===== src/rtl/rv_core_pkg.sv =====
// Shared core types: register-file geometry and the write-back request payload.
package rv_core_pkg;

  localparam int unsigned XLEN   = 32;
  localparam int unsigned NREG   = 32;
  localparam int unsigned REG_AW = 5;

  typedef struct packed {
    logic [REG_AW-1:0] rd;
    logic [XLEN-1:0]   data;
  } wb_req_t;

endpackage


===== src/rtl/wb_fifo.sv =====
// Synchronous FIFO of write-back requests with occupancy count; depth must be a power of two.
module wb_fifo
  import rv_core_pkg::*;
#(
  parameter  int unsigned DEPTH = 2,
  localparam int unsigned AW    = $clog2(DEPTH),
  localparam int unsigned CW    = AW + 1
) (
  input  logic          clk,
  input  logic          rst_n,
  input  logic          push,
  input  wb_req_t       din,
  input  logic          pop,
  output wb_req_t       head,
  output logic [CW-1:0] count,
  output logic          full,
  output logic          empty
);

  wb_req_t         mem [DEPTH];
  logic [AW-1:0]   wr_ptr;
  logic [AW-1:0]   rd_ptr;
  logic            do_push;
  logic            do_pop;

  assign full    = (count == CW'(DEPTH));
  assign empty   = (count == '0);
  assign do_push = push && !full;
  assign do_pop  = pop && !empty;
  assign head    = mem[rd_ptr];

  // Payload storage needs no reset; validity is tracked by count.
  always_ff @(posedge clk) begin
    if (do_push) mem[wr_ptr] <= din;
  end

  // Pointers wrap naturally because DEPTH is a power of two.
  always_ff @(posedge clk or negedge rst_n) begin
    if (!rst_n) begin
      wr_ptr <= '0;
      rd_ptr <= '0;
      count  <= '0;
    end else begin
      if (do_push) wr_ptr <= wr_ptr + AW'(1);
      if (do_pop)  rd_ptr <= rd_ptr + AW'(1);
      case ({do_push, do_pop})
        2'b10:   count <= count + CW'(1);
        2'b01:   count <= count - CW'(1);
        default: count <= count;
      endcase
    end
  end

endmodule


===== src/rtl/rf_writeback_arbiter.sv =====
// Register-file write-port master: ALU results take priority over buffered load returns,
// with a pending-load scoreboard exposed to decode for RAW hazard detection.
module rf_writeback_arbiter
  import rv_core_pkg::*;
#(
  parameter  int unsigned LQ_DEPTH = 2,
  localparam int unsigned CW       = $clog2(LQ_DEPTH) + 1
) (
  input  logic              clk,
  input  logic              rst_n,
  input  logic              alu_wb_valid,
  input  logic [REG_AW-1:0] alu_wb_rd,
  input  logic [XLEN-1:0]   alu_wb_data,
  input  logic              ld_valid,
  output logic              ld_ready,
  input  logic [REG_AW-1:0] ld_rd,
  input  logic [XLEN-1:0]   ld_data,
  input  logic              iss_ld_valid,
  input  logic [REG_AW-1:0] iss_ld_rd,
  input  logic [REG_AW-1:0] chk_rs1,
  input  logic [REG_AW-1:0] chk_rs2,
  output logic              rs1_busy,
  output logic              rs2_busy,
  output logic              RegWrite,
  output logic [REG_AW-1:0] WriteReg,
  output logic [XLEN-1:0]   WriteData,
  output logic [CW-1:0]     lq_count
);

  wb_req_t           lq_head;
  wb_req_t           lq_din;
  logic              lq_full;
  logic              lq_empty;
  logic              lq_push;
  logic              lq_pop;

  logic [NREG-1:0]   pending;
  logic [NREG-1:0]   pending_nxt;

  logic              reg_write_nxt;
  logic [REG_AW-1:0] write_reg_nxt;
  logic [XLEN-1:0]   write_data_nxt;

  assign ld_ready = !lq_full;
  assign lq_push  = ld_valid && ld_ready;
  assign lq_pop   = !alu_wb_valid && !lq_empty;
  assign lq_din   = '{rd: ld_rd, data: ld_data};

  wb_fifo #(.DEPTH(LQ_DEPTH)) u_lq (
    .clk   (clk),
    .rst_n (rst_n),
    .push  (lq_push),
    .din   (lq_din),
    .pop   (lq_pop),
    .head  (lq_head),
    .count (lq_count),
    .full  (lq_full),
    .empty (lq_empty)
  );

  // Write-port arbitration: ALU first, then FIFO head; idle holds address/data.
  always_comb begin
    reg_write_nxt  = 1'b0;
    write_reg_nxt  = WriteReg;
    write_data_nxt = WriteData;
    if (alu_wb_valid) begin
      reg_write_nxt  = (alu_wb_rd != '0);
      write_reg_nxt  = alu_wb_rd;
      write_data_nxt = alu_wb_data;
    end else if (lq_pop) begin
      reg_write_nxt  = (lq_head.rd != '0);
      write_reg_nxt  = lq_head.rd;
      write_data_nxt = lq_head.data;
    end
  end

  // Scoreboard update; a same-cycle issue overrides the retiring load's clear.
  always_comb begin
    pending_nxt = pending;
    if (lq_pop) pending_nxt[lq_head.rd] = 1'b0;
    if (iss_ld_valid && (iss_ld_rd != '0)) pending_nxt[iss_ld_rd] = 1'b1;
    pending_nxt[0] = 1'b0;
  end

  always_ff @(posedge clk or negedge rst_n) begin
    if (!rst_n) begin
      RegWrite  <= 1'b0;
      WriteReg  <= '0;
      WriteData <= '0;
      pending   <= '0;
    end else begin
      RegWrite  <= reg_write_nxt;
      WriteReg  <= write_reg_nxt;
      WriteData <= write_data_nxt;
      pending   <= pending_nxt;
    end
  end

  assign rs1_busy = pending[chk_rs1];
  assign rs2_busy = pending[chk_rs2];

endmodule

===== config.mk =====
export PLATFORM = sky130hd
export DESIGN_NAME = rf_writeback_arbiter
export DESIGN_NICKNAME = d
export VERILOG_FILES = /design/src/rtl/rv_core_pkg.sv /design/src/rtl/wb_fifo.sv /design/src/rtl/rf_writeback_arbiter.sv
export SDC_FILE = /design/constraint.sdc
export NUM_CORES = 1
export LEC_CHECK = 0
export BUFFER_PORTS_ARGS = -buffer_cell sky130_fd_sc_hd__buf_2
export CAP_MARGIN = 20
export CORE_UTILIZATION = 25
export CTS_CLUSTER_DIAMETER = 50
export CTS_CLUSTER_SIZE = 20
export DETAILED_ROUTE_END_ITERATION = 6
export SYNTH_ARGS = -nofsm -noshare
export SYNTH_HDL_FRONTEND = slang
export SYNTH_HIERARCHICAL = 1
export SYNTH_SLANG_ARGS = --single-unit

===== constraint.sdc =====
create_clock -name clk -period 6.36 [get_ports clk]
set_input_delay 1.272 -clock clk [delete_from_list [all_inputs] [get_ports clk]]
set_output_delay 1.272 -clock clk [all_outputs]
set_load 0.01 [all_outputs]

-- After elaboration in Yosys (flattened, before gate mapping)
Memories as Yosys holds them, arrays and structs flattened.
Index checks and enable logic that the tools add are counted.
- register bits after elaboration: 73
- RAM bits: 74
- input port bits: 94
- output and inout port bits: 43
- logic and storage cells: 59
- memories: 1
- memories (memory ; depth ; width ; rd ports ; clocked after Yosys merged registers in ; write ports ; RTL line ; text):
    u_lq.mem ; 2 ; 37 ; 1 ; 0 ; 1 ; wb_fifo.sv:20 ; wb_req_t mem [DEPTH];
- $add $sub $neg: 4
- magnitude comparators: 6
- equality and inequality tests: 3
- mux-type cells: 19
- bitwise operators: 3
- reduce and logical (&&, ||, !) cells: 16
- operators with widths (kind ; count):
    $mux W32 ; 4
    $and A32 B32 Y32 ; 1
    $not A32 Y32 ; 1
    $or A32 B32 Y32 ; 1
    $lt A5 B6 Y1 const B ; 4
    $reduce_bool A5 Y1 ; 3
    $bmux W1 S5 ; 2
    $demux W1 S5 ; 2
    $ge A5 B1 Y1 const B ; 2
    $mux W5 ; 2
    $mux W1 ; 8
    $logic_and A1 B1 Y1 ; 7
    $eq A2 B2 Y1 const B ; 2
    $pmux W2 S2 ; 1
    $reduce_bool A2 Y1 ; 2
    $logic_not A1 Y1 ; 3
    $add A1 B1 Y1 const B ; 2
    $add A2 B1 Y2 const B ; 1
    $eq A2 B1 Y1 const B ; 1
    $logic_not A2 Y1 ; 1
    $sub A2 B1 Y2 const B ; 1

-- Logic depth before layout (Yosys ltp)
Gate-level depths: netlist of run 1.
An unclocked memory read counts as a cell.
- depth after elaboration: 10
- mapped depth: 8

-- Modules after synthesis
The synthesis of run 1 kept the hierarchy.
- modules (own cells, without submodules) (module ; times used ; cells an instance ; area an instance (um^2) ; sequential area each (um^2)):
    rf_writeback_arbiter ; 1 ; 365 ; 3601.0 ; 1726.7
    wb_fifo ; 1 ; 133 ; 2949.1 ; 2322.2

-- Worst setup path after synthesis of run 1
Ideal clock, no wire load.
- kind: input to output
- from: in chk_rs1[0]
- to: out rs1_busy
- arrival time: 2311 ps
- path slack: 2777 ps
- stages: 5
- buffers on the path: 1
- cell sequence: buf_2 mux4_2 nand2b_1 o211ai_1 nand4_1
- longest elaborated chain between the ends: 2
- RTL lines (element ; RTL line ; text):
    start: declaration ; rf_writeback_arbiter.sv:20 ; input logic [REG_AW-1:0] chk_rs1,
    $bmux W1 S5 ; rf_writeback_arbiter.sv:99 ; assign rs1_busy = pending[chk_rs1];
    $mux W1 (not written as such) ; rf_writeback_arbiter.sv:99 ;
    end: declaration ; rf_writeback_arbiter.sv:22 ; output logic rs1_busy,
Every way passes these cells. The select of a mux whose other input is x is not followed.

-- Worst setup path in the final report of run 1
- from: in chk_rs1[1]
- to: out rs1_busy
The elaborated chain is that of the path after synthesis.

==> results of run 1 <==
## routing by layer
metal | wire [µm] | vias to the layer above | GRT usage, % | share of wire, %
li1 | - | 2132 | - | -
met1 | 7221 | 2168 | 16.39 | 45
met2 | 7511 | 166 | 19.57 | 47
met3 | 1205 | 13 | 4.343 | 7.5
met4 | 140 | 4 | 3.030 | 0.87
met5 | 27 | - | 0 | 0.17
## cell families (layout without fill, tap and decap cells)
kind of cell               after synthesis  count (layout)  synth area share (%)
other                                    0               2                     0
muxes                                   98              98                 17.98
and+or+nand+nor                        100             100                 7.622
AOI/OAI and AO/OA                      117             117                 9.456
xor gates and xnor gates                 5               5                0.6687
DFF                                    147             147                 61.81
adders and majority gates                1               1                0.1910
buffers and inverters                   30             178                 2.273
## worst paths after layout
path / startpoint / end / slack [ns] / depth (start not counted)
worst max-delay path: chk_rs1[1] / rs1_busy / 2.62 / 5
worst min-delay path: pending[10] / pending[10] / 0.55 / 2
worst max register to register: u_lq/count[0] / u_lq/count[1] / 3.95 / 7
worst min register to register: pending[10] / pending[10] / 0.55 / 2
max in group asynchronous: rst_n / u_lq/rd_ptr / 4.54 / 2
min in group asynchronous: rst_n / WriteData[21] / 0.79 / 1
## layout make-up
| type | count | share of cell area (%) |
|---|---|---|
| Sequential cell | 147 | 49.66 |
| Multi-Input combinational cell | 321 | 29.04 |
| Antenna cell | 2 | 0.06137 |
| Inverter | 5 | 0.2301 |
| Timing Repair Buffer | 141 | 8.837 |
| Tap cell | 330 | 5.063 |
| Clock inverter | 12 | 1.626 |
| Clock buffer | 20 | 5.477 |
## state kept, by name (all words and copies together) (netlist names)
signal / flops
RegWrite: 1
WriteReg: 5
u_lq/wr_ptr: 1
u_lq/rd_ptr: 1
pending: 31
u_lq/count: 2
u_lq/mem: 74
WriteData: 32
## worst register-to-register path: stages, from the launching register on
cell and delay (ns):
dfrtp_1 0.46, nor2_4 0.10, buf_4 0.61, nor2_1 0.28
nor2b_2 0.25, ha_1 0.35, nor2_1 0.15, xor2_1 0.15
## cell usage after synthesis (all sizes together)
cell type | count | share of area, %
o21ai | 99 | 7.6
edfxtp | 74 | 34
dfrtp | 73 | 28
mux2i | 55 | 8.4
nand2 | 45 | 2.6
mux2 | 37 | 7.5
buf | 17 | 1.5
nand3 | 12 | 0.92
nor2 | 12 | 0.69
nand3b | 10 | 1.1
clkbuf | 8 | 0.46
a21oi | 6 | 0.46
mux4 | 6 | 2.1
nor2b | 6 | 0.61
inv | 5 | 0.29
nand2b | 5 | 0.48
a22oi | 4 | 0.46
or3b | 3 | 0.40
xnor2 | 3 | 0.40
a211oi | 2 | 0.23
nand4 | 2 | 0.19
o2111ai | 2 | 0.27
o211ai | 2 | 0.23
or3 | 2 | 0.19
xor2 | 2 | 0.27
and3 | 1 | 0.096
ha | 1 | 0.19
o31ai | 1 | 0.11
o41ai | 1 | 0.13
or4 | 1 | 0.11
or4b | 1 | 0.21
## power by group through the flow
stage / Combinational (mW) / Sequential [mW] / Clock (mW)
final: 1.08 / 1.52 / 0.983
after global routing: 1.20 / 1.56 / 1.05
after CTS: 1.11 / 1.52 / 1.01
after detailed placement: 1.11 / 1.54 / 0
after global placement: 1.09 / 1.53 / 0
after floorplan: 0.766 / 1.49 / 0
==> impl_metrics.py, run 1 <==
metrics = {
    "die": {
        "die_w_um": 163.9,
        "start_util_pct": 25.71,
        "fp.dieH_um": 163.9,
        "dieArea_um2": 26850,
        "rows": 58,
        "io_pins": 137,
        "core-area_um2": 25470,
    },
    "layout": {
        "stdcell_count": 978,
        "final_util_pct": 32.02,
        "fin_area_um2": 8155,
        "final_cell_mix": "buf_2 (135), o21ai_0 (99), edfxtp_1 (74), dfrtp_1 (72), mux2i_1 (55)",
        "areaGrowthSynthToFinish_pct": 24.51,
        "drive_above_1_share_pct": 34.37,
        "fin_nets": 728,
        "final_common_cell": "buf_2",
        "fillCellCount": 2592,
        "ff_latch_area_um2": 4050,
        "multi_input_area_um2": 2369,
    },
    "job": {
        "cap_violations": 0,
    },
    "sta": {
        "timing.fmax_mhz": 267.2,
        "worst_pin_slew_ns": 1.015,
        "skew_ns": 0.008608,
        "setup_tns_ns": 0,
        "final.setup.worst_slack_ns": 2.617,
        "setup_viol": 0,
        "rsz0062_at_grt": "no",
        "min_period_ns": 3.743,
        "hold_viol": 0,
        "drv_slew": 0,
        "timing.final.crit_share_pct": 58.85,
        "hold_ws_ns": 0.5472,
        "slew_headroom_pct": 32.32,
    },
    "critical_path": {
        "cpMostUsedCell": "buf_2",
        "cp.required_ns": 5.09,
        "crit_family": "multiplexers",
        "cp_num_buf_inv": 2,
        "cp_max_fo": 10,
        "slowest_delay_ns": 0.53,
        "critPathKind": "in -> out",
        "startpoint_type": "primary input",
        "crit_path_cell_trace": "buf_2 > mux4_2 > o2111ai_1 > nand4_1 > buf_2",
        "crit_arrival_ns": 2.47,
        "end_kind": "output port",
        "cp_slowest_cell": "mux4_2",
    },
    "power_and_ir_drop": {
        "leakagePower_nw": 3.310,
        "p_seq_share_pct": 42.4,
        "combPwrFrac_pct": 30.2,
        "fin_total_pwr_mw": 3.585,
        "p_int_mw": 2.423,
        "p_per_area_nw_per_um2": 439.6,
        "power.switching_mw": 1.162,
        "clkPwrFrac_pct": 27.4,
        "switching_share_pct": 32.41,
        "ir_drop_v": 0.0001771,
    },
    "global_routing": {
        "grt_pass1_vias": 4450,
        "grt_pass1_wl_mm": 25.03,
        "grt_max_degree": 77,
        "gr-total-overflow": 0,
        "track_usage_pct": 12.47,
        "antenna_found_initial": 4,
    },
    "clock_network": {
        "cts_hold_buf": 0,
        "clkTransAtPathRegs_ns": 0.06,
        "cts_tree": "yes",
        "clockRootBuffer": "clkbuf_16",
        "cts_htree_levels": 4,
        "cts.sinks": 147,
        "clk_latency_ns": 0.41,
        "postCtsSetupBuffers": 0,
        "cts_inserted_buffers": 17,
        "cts_buffer_depth": 2,
        "ctsResizeCount": 0,
    },
    "drt": {
        "drtIter0Drc": 306,
        "wl_per_cell_um": 16.47,
        "routed-via-count": 4483,
        "drcViolationCount": 0,
        "first_pass_iters": 4,
        "final_antenna_net_count": 0,
        "vias_per_cell": 4.584,
        "drt_wl_total_mm": 16.11,
    },
    "placed_design": {
        "dpl_cell_area_um2": 7571,
        "portBuffers": 136,
        "pre_cts_slack_ns": 2.612,
        "hpwl_mm": 10.89,
        "gp_routability_congestion": 0.8572,
        "dp_cells": 944,
    },
    "synth": {
        "yosysSeqAreaShare_pct": 61.81,
        "postSynthAreaPerCell_um2": 13.15,
        "yosysWarnings": 6,
        "ys_ff_latch": 147,
        "ys_types": 36,
        "synth_area_um2": 6550,
        "syn_inst": 498,
        "synth_nets": 593,
    },
    "hold_path": {
        "hold_path_class": "reg -> reg",
    },
    "outcome": {
        "status": "completed",
    },
}
Power figures use the tool's default switching activity.
==> run 2, diff against run 1 <==
==> constraint.sdc (replaced) <==
create_clock -name clk -period 3.7 [get_ports clk]
set_input_delay 0.74 -clock clk [delete_from_list [all_inputs] [get_ports clk]]
set_output_delay 0.74 -clock clk [all_outputs]
set_load 0.01 [all_outputs]
==> run 2 against run 1 <==
Register-to-register slack got worse by 2.6 ns. Sequential power rose by 71%. Via count rose by 0.78%. Cell area rose by 0.89%. Flip-flop and latch count did not move. Clock power rose by 85%. Critical path depth rose by 1. Worst setup slack got worse by 1.6 ns. Global-route usage rose by 0.13 points. Largest power group unchanged.
==> impl_metrics.py, run 2 (synthesized netlist as in run 1, its figures left out) <==
metrics = {
    "outcome": {
        "status": "completed",
    },
    "critical_path": {
        "critPathKind": "in -> out",
        "cp_max_fo": 7,
        "crit_arrival_ns": 1.92,
        "end_kind": "output port",
        "cp.required_ns": 2.96,
        "crit_path_cell_trace": "buf_2 > mux4_2 > nand2b_1 > o2111ai_1 > nand4_1 > buf_2",
        "cp_slowest_cell": "mux4_2",
        "startpoint_type": "primary input",
        "ff2ff_path_depth": 6,
        "cpMostUsedCell": "buf_2",
        "slowest_delay_ns": 0.50,
        "r2r_slack_ns": 1.36,
        "r2r_start": "u_lq/count[0]",
        "r2r_end": "u_lq/mem[0][33]",
        "cp_num_buf_inv": 2,
        "crit_family": "multiplexers",
    },
    "clock_network": {
        "clkTransAtPathRegs_ns": 0.06,
        "clk_latency_ns": 0.41,
        "cts_buffer_depth": 2,
        "cts.sinks": 147,
        "cts_hold_buf": 0,
        "cts_inserted_buffers": 17,
        "cts_tree": "yes",
        "postCtsSetupBuffers": 0,
        "clockRootBuffer": "clkbuf_16",
        "ctsResizeCount": 0,
        "cts_htree_levels": 4,
    },
    "placed_design": {
        "gp_routability_congestion": 0.8642,
        "dpl_cell_area_um2": 7594,
        "hpwl_mm": 11.40,
        "portBuffers": 136,
        "pre_cts_slack_ns": 1.030,
    },
    "sta": {
        "rsz0062_at_grt": "no",
        "min_period_ns": 2.664,
        "hold_ws_ns": 0.2723,
        "worst_pin_slew_ns": 0.7684,
        "final.setup.worst_slack_ns": 1.036,
        "timing.fmax_mhz": 375.3,
        "skew_ns": 0.01094,
        "setup_tns_ns": 0,
        "timing.final.crit_share_pct": 72.01,
        "setup_viol": 0,
        "drv_slew": 0,
        "slew_headroom_pct": 48.65,
        "hold_viol": 0,
    },
    "drt": {
        "drt_wl_total_mm": 16.38,
        "vias_per_cell": 4.601,
        "wl_per_cell_um": 16.68,
        "final_antenna_net_count": 0,
        "routed-via-count": 4518,
        "first_pass_iters": 4,
        "drtIter0Drc": 270,
        "drcViolationCount": 0,
    },
    "die": {
        "fp.dieH_um": 163.9,
        "start_util_pct": 25.71,
        "core-area_um2": 25470,
        "io_pins": 137,
        "rows": 58,
        "dieArea_um2": 26850,
        "die_w_um": 163.9,
    },
    "global_routing": {
        "gr-total-overflow": 0,
        "track_usage_pct": 12.60,
        "grt_max_degree": 76,
        "grt_pass1_vias": 4517,
        "grt_pass1_wl_mm": 25.27,
        "antenna_found_initial": 5,
    },
    "layout": {
        "drive_above_1_share_pct": 34.82,
        "fin_nets": 731,
        "reg_top3": "u_lq/mem: 74 flops, WriteData: 32 flops, pending: 31 flops",
        "ff_latch_area_um2": 4050,
        "fin_area_um2": 8228,
        "areaGrowthSynthToFinish_pct": 25.62,
        "largest_reg_flops": 74,
        "multi_input_area_um2": 2369,
        "fillCellCount": 2567,
        "final_common_cell": "buf_2",
        "final_cell_mix": "buf_2 (135), o21ai_0 (99), edfxtp_1 (74), dfrtp_1 (72), mux2i_1 (55)",
        "regMostFlops": "u_lq/mem",
    },
    "power_and_ir_drop": {
        "ir_drop_v": 0.0003219,
        "leakagePower_nw": 3.352,
        "p_per_area_nw_per_um2": 767.7,
    },
    "job": {
        "cap_violations": 0,
    },
    "hold_path": {
        "hold_path_class": "in -> async",
    },
}
[run 2: cell types whose count changed in the layout (fill, tap and decap cells not counted)]
cell        delta
inv_6          +4
buf_4          +3
bufinv_16      +2
clkinv_4       -2
clkbuf_1       -1
clkbuf_8       -1
clkinv_2       -1
clkinvlp_4     -1
diode_2        +1
[run 2: worst max path at each step]
stage	from	end	slack (ns)	cells after the start
6_report	chk_rs2[0]	rs2_busy	1.04	6
5_1_grt	chk_rs2[0]	rs2_busy	0.94	6
4_1_cts	chk_rs2[0]	rs2_busy	1.02	6
3_5_place_dp	chk_rs2[0]	rs2_busy	1.03	6
3_3_place_gp	chk_rs1[0]	rs1_busy	1.03	6
2_1_floorplan	ld_valid	u_lq/mem[0][0]	0.72	3
[run 2: area by class of cell]
| cell class | count | area share (%) |
|---|---|---|
| diodes | 3 | 0.09124 |
| clock buffers | 18 | 5.216 |
| clock inverters | 14 | 2.403 |
| inverters | 5 | 0.2281 |
| multi-input cells | 321 | 28.79 |
| flip-flops and latches | 147 | 49.22 |
| well taps | 330 | 5.018 |
| repair buffers | 144 | 9.033 |
[run 2: power breakdown]
part	switching [mW]	internal [mW]
Clock	0.684	1.14
Combinational	1.00	0.888
Sequential	0.333	2.27
[run 2: per-stage QoR]
stage	util (%)	total power [mW]	instances
floorplan	-	3.879	498
global placement	29.81	4.532	947
global route	32.27	6.697	979
CTS	32.27	6.412	979
detailed placement	29.81	4.568	947
finish	32.30	6.316	982
[run 2: per-layer routing]
layer	up-vias	part of all wire [%]	GRT usage [%]
met5	-	0.23	0
met4	6	0.89	3.956
met3	18	8.3	4.470
met2	154	48	20.57
met1	2209	43	15.50
li1	2131	-	-
==> run 3, diff against run 2 <==
==> constraint.sdc (replaced) <==
create_clock -name clk -period 2.6 [get_ports clk]
set_input_delay 0.52 -clock clk [delete_from_list [all_inputs] [get_ports clk]]
set_output_delay 0.52 -clock clk [all_outputs]
set_load 0.01 [all_outputs]
==> run 3 against run 2 <==
Worst setup slack worse by 0.79 ns. Flip-flop and latch count stayed put. Clock power is 32% higher. Wire length is 1.8% lower. Cell count stayed put. Cell area is 0.36% lower. Clock-buffer cell count stayed put. Power is 39% higher. Die area stayed put. Non-clock buffer count is 3 higher. Critical path depth is 1 lower. Hold slack worse by 0.20 ns. Largest power group unchanged. Highest routed layer unchanged.
==> impl_metrics.py, run 3 (synthesized netlist as in run 1, its figures left out) <==
metrics = {
    "clock_network": {
        "postCtsSetupBuffers": 0,
        "cts_tree": "yes",
        "cts_buffer_depth": 2,
        "clockRootBuffer": "clkbuf_16",
        "clk_latency_ns": 0.41,
        "cts_hold_buf": 0,
        "clkTransAtPathRegs_ns": 0.07,
        "cts_htree_levels": 4,
        "cts.sinks": 147,
        "ctsResizeCount": 0,
        "cts_inserted_buffers": 17,
    },
    "sta": {
        "slew_headroom_pct": 55.09,
        "setup_tns_ns": 0,
        "drv_slew": 0,
        "hold_viol": 0,
        "timing.final.crit_share_pct": 90.48,
        "timing.fmax_mhz": 425.1,
        "worst_pin_slew_ns": 0.6736,
        "min_period_ns": 2.353,
        "setup_viol": 0,
        "skew_ns": 0.01142,
        "rsz0062_at_grt": "no",
    },
    "layout": {
        "reg_top3": "u_lq/mem: 74 flops, WriteData: 32 flops, pending: 31 flops",
        "n_antenna_cell": 0,
        "final_common_cell": "buf_2",
        "largest_reg_flops": 74,
        "fin_nets": 734,
        "final_cell_mix": "buf_2 (135), o21ai_0 (99), edfxtp_1 (74), dfrtp_1 (72), mux2i_1 (55)",
        "drive_above_1_share_pct": 35.28,
        "regMostFlops": "u_lq/mem",
        "areaGrowthSynthToFinish_pct": 25.16,
        "fin_area_um2": 8198,
    },
    "power_and_ir_drop": {
        "p_per_area_nw_per_um2": 1072,
        "ir_drop_v": 0.0004248,
        "leakagePower_nw": 3.342,
    },
    "critical_path": {
        "cp_num_buf_inv": 1,
        "crit_path_cell_trace": "mux4_2 > nand2b_1 > o2111ai_1 > nand4_1 > buf_2",
        "startpoint_type": "register",
        "crit_family": "multiplexers",
        "slowest_delay_ns": 0.46,
        "cp_slowest_cell": "mux4_2",
        "critPathKind": "reg -> out",
        "end_kind": "output port",
        "crit_arrival_ns": 1.83,
        "cp.required_ns": 2.08,
        "cp_max_fo": 3,
    },
    "placed_design": {
        "hpwl_mm": 11.43,
        "gp_routability_congestion": 0.8384,
        "dpl_cell_area_um2": 7616,
        "portBuffers": 136,
    },
    "global_routing": {
        "use_met1_pct": 15.47,
        "antenna_found_initial": 6,
        "grt_pass1_vias": 4469,
        "use_met2_pct": 19.93,
        "grt_use_met3_pct": 4.798,
        "gr-total-overflow": 0,
        "grt.busiest_layer": "met2",
        "track_usage_pct": 12.35,
        "grt_pass1_wl_mm": 25.01,
        "grt_max_degree": 76,
    },
    "drt": {
        "drcViolationCount": 0,
        "drt_wl_total_mm": 16.09,
        "drtIter0Drc": 288,
        "first_pass_iters": 4,
        "wl_per_cell_um": 16.38,
        "final_antenna_net_count": 0,
        "routed-via-count": 4464,
        "vias_per_cell": 4.546,
    },
    "outcome": {
        "status": "completed",
    },
    "hold_path": {
        "hold_path_class": "in -> async",
    },
    "die": {
        "die_w_um": 163.9,
        "dieArea_um2": 26850,
        "rows": 58,
        "start_util_pct": 25.71,
        "io_pins": 137,
        "core-area_um2": 25470,
        "fp.dieH_um": 163.9,
    },
    "job": {
        "cap_violations": 0,
    },
}
## run 3: cell count changes in the layout (fill, tap and decap cells not counted), sizes merged
cell / before / now
clkinvlp: 2 / 3
diode: 3 / 0
inv: 10 / 13
buf: 144 / 147
bufinv: 4 / 1
clkinv: 3 / 2
## run 3: routing by layer
| metal | vias up | wire length, µm |
|---|---|---|
| met2 | 153 | 7545 |
| met5 | - | 38 |
| met1 | 2157 | 6934 |
| met4 | 6 | 103 |
| li1 | 2136 | - |
| met3 | 12 | 1463 |
## run 3: final cells by class
cell class	instances	area (µm²)
Inverter	5	18.77
Tap cell	330	412.9
Sequential cell	147	4050
Multi-Input combinational cell	321	2369
Clock buffer	18	439.2
Clock inverter	14	142.6
Timing Repair Buffer	147	765.7
Fill cell	2542	17270
## run 3: worst paths after layout
path,depth (start not counted),slack [ns],to,startpoint
max,5,0.25,rs2_busy,pending[23]
min,1,0.07,WriteData[8],rst_n
max reg2reg,4,0.78,WriteData[15],u_lq/rd_ptr
min reg2reg,2,0.54,pending[14],pending[14]
max in group asynchronous,2,1.89,WriteReg[0],rst_n
min in group clk,1,0.29,u_lq/mem[1][11],ld_data[11]
## run 3: power by group
| part | total (mW) | switching [mW] | internal [mW] | leakage (nW) |
|---|---|---|---|---|
| registers | 3.66 | 0.431 | 3.23 | 1.56 |
| clock network | 2.41 | 1.03 | 1.37 | 0.277 |
| logic | 2.72 | 1.44 | 1.28 | 1.51 |
## run 3: metrics by stage
stage	hold WS, ns	utilization, %	setup WS [ns]	cells	power [mW]
6_report	0.07232	32.18	0.2475	982	8.789
5_1_grt	0.08846	32.18	0.1764	982	9.325
4_1_cts	0.07641	32.18	0.2423	982	8.919
3_5_place_dp	0.5256	29.90	0.3404	950	6.483
3_3_place_gp	0.5172	29.90	0.3283	950	6.422
2_1_floorplan	0.2244	-	0.3328	498	5.520
